**config.mk**
```make
export PLATFORM = sky130hd
export DESIGN_NAME = timer_periph
export DESIGN_NICKNAME = d
export VERILOG_FILES = /design/src/rtl/timer_pkg.sv /design/src/rtl/timer_prescaler.sv /design/src/rtl/timer_periph.sv
export SDC_FILE = /design/constraint.sdc
export NUM_CORES = 1
export LEC_CHECK = 0
export ABC_AREA = 1
export CAP_MARGIN = 30
export CORE_MARGIN = 8
export CORE_UTILIZATION = 45
export CTS_CLUSTER_SIZE = 16
export DETAILED_ROUTE_END_ITERATION = 8
export MAX_ROUTING_LAYER = met4
export PLACE_DENSITY = 0.79
export SLEW_MARGIN = 20
export SYNTH_ARGS = -nofsm -noshare
export SYNTH_HDL_FRONTEND = slang
export SYNTH_SLANG_ARGS = --single-unit
export TNS_END_PERCENT = 50
```
**constraint.sdc**
```tcl
create_clock -name clk -period 2.1 [get_ports clk]
set_input_delay 0.42 -clock clk [delete_from_list [all_inputs] [get_ports clk]]
set_output_delay 0.42 -clock clk [all_outputs]
set_load 0.05 [all_outputs]
```
**src/rtl/timer_pkg.sv**
```systemverilog
// Shared constants for the 16-bit timer peripheral: register offsets, control and
// status bit positions, and the address region used by the system decoder.
package timer_pkg;

   localparam int WIDTH = 16;

   localparam logic [3:0] TIMER_REGION = 4'hA;

   typedef enum logic [3:0] {
      OFS_CTRL     = 4'h0,
      OFS_PRESCALE = 4'h1,
      OFS_COUNT    = 4'h2,
      OFS_COMPARE  = 4'h3,
      OFS_STATUS   = 4'h4
   } reg_ofs_e;

   localparam int CTRL_EN     = 0;
   localparam int CTRL_AUTO   = 1;
   localparam int CTRL_IRQ_EN = 2;

   localparam int STAT_MATCH = 0;
   localparam int STAT_OVF   = 1;

endpackage

```
**src/rtl/timer_prescaler.sv**
```systemverilog
// Divides the enabled clock down to one tick every (period + 1) cycles; the phase
// counter restarts whenever the timer is disabled or software rewrites the period.
module timer_prescaler
   import timer_pkg::*;
#(
   parameter int PWIDTH = WIDTH
) (
   input  logic              clk,
   input  logic              rst,
   input  logic              en,
   input  logic [PWIDTH-1:0] period,
   input  logic              clear,
   output logic              tick
);

   logic [PWIDTH-1:0] pcnt;

   assign tick = en && (pcnt == period);

   always_ff @(posedge clk or posedge rst) begin
      if (rst) begin
         pcnt <= '0;
      end else if (!en || clear || tick) begin
         pcnt <= '0;
      end else begin
         pcnt <= pcnt + 1'b1;
      end
   end

endmodule

```
**src/rtl/timer_periph.sv**
```systemverilog
// Memory-mapped prescaled up-counter with compare match, one-shot or auto-reload
// operation, sticky write-one-to-clear status flags and a level interrupt.
module timer_periph
   import timer_pkg::*;
#(
   parameter int               DWIDTH       = WIDTH,
   parameter logic [DWIDTH-1:0] RST_PRESCALE = 16'h0000,
   parameter logic [DWIDTH-1:0] RST_COMPARE  = 16'hFFFF
) (
   input  logic              clk,
   input  logic              rst,
   input  logic [15:0]       timer_addr,
   input  logic [DWIDTH-1:0] timer_wdata,
   input  logic              timer_we,
   output logic [DWIDTH-1:0] timer_rdata,
   output logic              timer_irq
);

   logic [2:0]        ctrl;
   logic [DWIDTH-1:0] prescale;
   logic [DWIDTH-1:0] count;
   logic [DWIDTH-1:0] compare;
   logic [1:0]        status;

   logic [3:0] ofs;
   logic       unused_addr_hi;
   logic       wr_ctrl, wr_prescale, wr_count, wr_compare, wr_status;
   logic       tick, tick_live, at_match;
   logic       set_match, set_ovf, one_shot_stop;

   assign ofs            = timer_addr[3:0];
   assign unused_addr_hi = ^timer_addr[15:4];

   assign wr_ctrl     = timer_we && (ofs == OFS_CTRL);
   assign wr_prescale = timer_we && (ofs == OFS_PRESCALE);
   assign wr_count    = timer_we && (ofs == OFS_COUNT);
   assign wr_compare  = timer_we && (ofs == OFS_COMPARE);
   assign wr_status   = timer_we && (ofs == OFS_STATUS);

   timer_prescaler #(
      .PWIDTH(DWIDTH)
   ) u_prescaler (
      .clk    (clk),
      .rst    (rst),
      .en     (ctrl[CTRL_EN]),
      .period (prescale),
      .clear  (wr_prescale),
      .tick   (tick)
   );

   // A software write to COUNT swallows the whole effect of a coincident tick,
   // including the flag it would have raised and any one-shot stop.
   assign tick_live     = tick && !wr_count;
   assign at_match      = (count == compare);
   assign set_match     = tick_live && at_match;
   assign set_ovf       = tick_live && !at_match && (&count);
   assign one_shot_stop = set_match && !ctrl[CTRL_AUTO];

   always_ff @(posedge clk or posedge rst) begin
      if (rst) begin
         ctrl     <= '0;
         prescale <= RST_PRESCALE;
         count    <= '0;
         compare  <= RST_COMPARE;
         status   <= '0;
      end else begin
         if (wr_ctrl) begin
            ctrl <= timer_wdata[2:0];
         end else if (one_shot_stop) begin
            ctrl[CTRL_EN] <= 1'b0;
         end

         if (wr_prescale) begin
            prescale <= timer_wdata;
         end

         if (wr_compare) begin
            compare <= timer_wdata;
         end

         // The increment wraps 0xFFFF to 0 on its own; overflow only needs the flag.
         if (wr_count) begin
            count <= timer_wdata;
         end else if (tick) begin
            if (at_match) begin
               if (ctrl[CTRL_AUTO]) begin
                  count <= '0;
               end
            end else begin
               count <= count + 1'b1;
            end
         end

         // Hardware set is OR-ed in after the clear so a coincident set survives.
         status <= (wr_status ? (status & ~timer_wdata[1:0]) : status) | {set_ovf, set_match};
      end
   end

   always_comb begin
      timer_rdata = '0;
      case (ofs)
         OFS_CTRL:     timer_rdata = {{(DWIDTH-3){1'b0}}, ctrl};
         OFS_PRESCALE: timer_rdata = prescale;
         OFS_COUNT:    timer_rdata = count;
         OFS_COMPARE:  timer_rdata = compare;
         OFS_STATUS:   timer_rdata = {{(DWIDTH-2){1'b0}}, status};
         default:      timer_rdata = '0;
      endcase
   end

   assign timer_irq = ctrl[CTRL_IRQ_EN] && (|status);

endmodule

```
==> run_results.csv <==
group,metric,value,unit
status,status,"finished, final reports clean",
worst_hold_path,hold_class,"in2async",
clock_network,cts_tree,"built",
setup_path,critical_path_class,"in2out",
global_route,antenna_found_initial,0,
global_route,grt_max_degree,70,
global_route,grt_use_total,21.0,%
setup_path,endpoint_kind,"primary output",
global_route,grt_pass1_wl,21500,um
timing,post-route-period-util,99.5,%
routing,drc_errors,0,
cells_and_area,layout.cells.non_filler,852,
clock_network,clock_sinks,69,
run,max_cap_viol_count,0,
cells_and_area,layout_common_cells,"nand2_1, inv_1, nor2_1, dfrtp_1, nand3_1",
floorplan,start_util,45.9,%
routing,wl_per_cell,15.2,um
yosys,syn_area,0.00445,mm^2
yosys,synth.ff_latch_count,69,
setup_path,rrSetupSlack,0.19,ns
setup_path,arrival,1.67,ns
yosys,ys_seq_area_share,39.3,%
routing,drtPass1Iterations,5,
routing,final_antenna_net_count,0,
clock_network,cts_buffers,9,
setup_path,ff2ff_path_depth,9,
place,dp_slack,-0.346,ns
routing,wirelength,12900,um
pwr,ir_worst_vdd,0.383,mV
place,dp.cells,830,
setup_path,worstPathRequired,1.68,ns
cells_and_area,final_nets,751,
clock_network,clockRootBuffer,"clkbuf_8",
routing,avgViaCountPerCell,5.22,
timing,hold_viol,0,
timing,min_period,2.09,ns
yosys,synthCells,662,
pwr,cellPowerDensity,724,mW/mm^2
routing,drtIter0Drc,361,
timing,fmax,478,MHz
clock_network,clkLatencyLatePin,0.35,ns
floorplan,die_area,0.0133,mm^2
place,routabilityCongestion,0.881,
timing,setup_viol,0,
setup_path,r2r-start,"count[1]$_DFFE_PP0P_",
timing,layout_setup_ws,0.00982,ns
clock_network,cts_buffer_depth,2,
global_route,grt_pass1_vias,4321,
global_route,grt_overflow_total,0,
place,io_buffer_count,39,
cells_and_area,diodes,0,
setup_path,r2r-end,"status[1]$_DFF_PP0_",
pwr,leakagePower,2.72,nW
clock_network,cts_max_level,3,
yosys,avgSynthCellArea,6.72,um^2
timing,relSlewSlack,68.4,%
cells_and_area,drive_gt1_share,15.3,%
cells_and_area,final_common_cell,"nand2_1",
yosys,synthArstFlopShare,100,%
pwr,power,0.00416,W
floorplan,die_height,115,um
clock_network,ctsHoldBuffers,0,
yosys,syn_nets,699,
cells_and_area,nFillCells,832,
setup_path,startpoint_type,"input pin",
timing,tightest_slew,0.470,ns
timing,drv_slew,0,
yosys,synthFlopType,"dfrtp_1",
routing,vias,4447,
yosys,synth.distinct_cells,35,
clock_network,clk_pin_slew,0.07,ns
setup_path,crit_fanout,3,
floorplan,core-area,0.00968,mm^2
floorplan,die_w,115,um
yosys,yosysWarnings,0,
timing,rsz0062_at_grt,"true",
floorplan,row_count,36,
floorplan,io_pins,52,
cells_and_area,syn_to_final_growth,29.3,%
place,dp_hpwl,9080,um
yosys,synth-edff-count,0,
timing,finClkSkew,0.0125,ns
## worst max-delay path by stage
stage	start	endpoint	slack (ns)	cells after the start
2_1_floorplan	timer_addr[3]	timer_rdata[0]	-0.19	6
3_3_place_gp	timer_addr[3]	timer_rdata[14]	-0.34	8
3_5_place_dp	timer_addr[3]	timer_rdata[14]	-0.35	8
4_1_cts	timer_addr[2]	timer_rdata[1]	0.01	10
5_1_grt	timer_addr[3]	timer_rdata[7]	-0.03	9
6_report	timer_addr[3]	timer_rdata[6]	0.01	9
## through the flow
step / cell area, um^2 / hold WS (ns) / setup TNS, ns / utilization (%)
final: 5750 / 0.487 / 0 / 59.4
after global routing: 5750 / 0.519 / -0.0552 / 59.4
after floorplan: 4570 / 0.453 / -1.44 / -
after global placement: 5360 / 0.469 / -3.90 / 55.4
after CTS: 5760 / 0.492 / 0 / 59.4
after detailed placement: 5360 / 0.475 / -4.07 / 55.4
## cells in the mapped netlist, types with 3 or more instances
cell / instances / share of area (%)
xor2_1: 17 / 3.3
nand2_4: 3 / 0.76
buf_6: 3 / 0.76
nor3_1: 5 / 0.56
o221ai_1: 13 / 2.6
dfstp_2: 16 / 9.5
nand3_1: 51 / 5.7
nand4_1: 5 / 0.70
xnor2_1: 3 / 0.59
inv_2: 6 / 0.51
nor2_1: 62 / 5.2
clkbuf_1: 10 / 0.84
a21oi_1: 4 / 0.45
o21ai_1: 3 / 0.34
buf_4: 4 / 0.68
inv_1: 96 / 8.1
dfrtp_1: 53 / 30
o21ai_0: 38 / 4.3
nand2_1: 250 / 21
## registers in the layout, indices dropped and copies added (netlist names)
register,flops
status,2
ctrl,3
count,16
prescale,16
u_prescaler.pcnt,16
compare,16
## metal layers
layer	routed length, um	up-vias	global-route usage, %
met2	6390	149	34.1
met3	614	30	2.71
li1	-	2163	-
met1	5640	2105	26.5
met5	0	-	-
met4	300	0	7.09
## critical path, cell delays in order
cell and delay (ns):
buf_6 0.10, nor2_4 0.12, inv_4 0.07, nor3_4 0.18
buf_6 0.14, clkinvlp_4 0.09, buf_6 0.14, o221ai_4 0.23
buf_12 0.18
## power breakdown
group / total [W] / internal [W] / switching, W
combinational: 0.00119 / 0.000472 / 0.000717
sequential: 0.00183 / 0.00158 / 0.000245
clock: 0.00115 / 0.000649 / 0.000500
total: 0.00416 / 0.00270 / 0.00146
## cell type report
class                           count  area [um^2]  area share, %
Clock inverter                      1         30.0          0.522
Inverter                          102          392           6.81
Tap cell                          133          166           2.89
Timing Repair Buffer               59          827           14.4
Clock buffer                       15          176           3.07
Timing Repair inverter              1         7.51          0.131
Sequential cell                    69         1750           30.4
Multi-Input combinational cell    472         2400           41.8
## timing repair
item                                    in CTS  in global routing
endpoints found under the setup margin      16                 12
buffers inserted                             6                  0
resized for setup                           37                  6
cloned                                       1                  0
pin swaps                                    5                  5
## cell families after synthesis
family / Yosys count / share of synthesized area [%]
simple gates: 387 / 36.7
buf+inv: 121 / 11.1
flops: 69 / 39.3
compound gates: 63 / 8.47
xor+xnor: 20 / 3.94
fa+ha+maj: 2 / 0.562
Power figures use the tool's default switching activity.
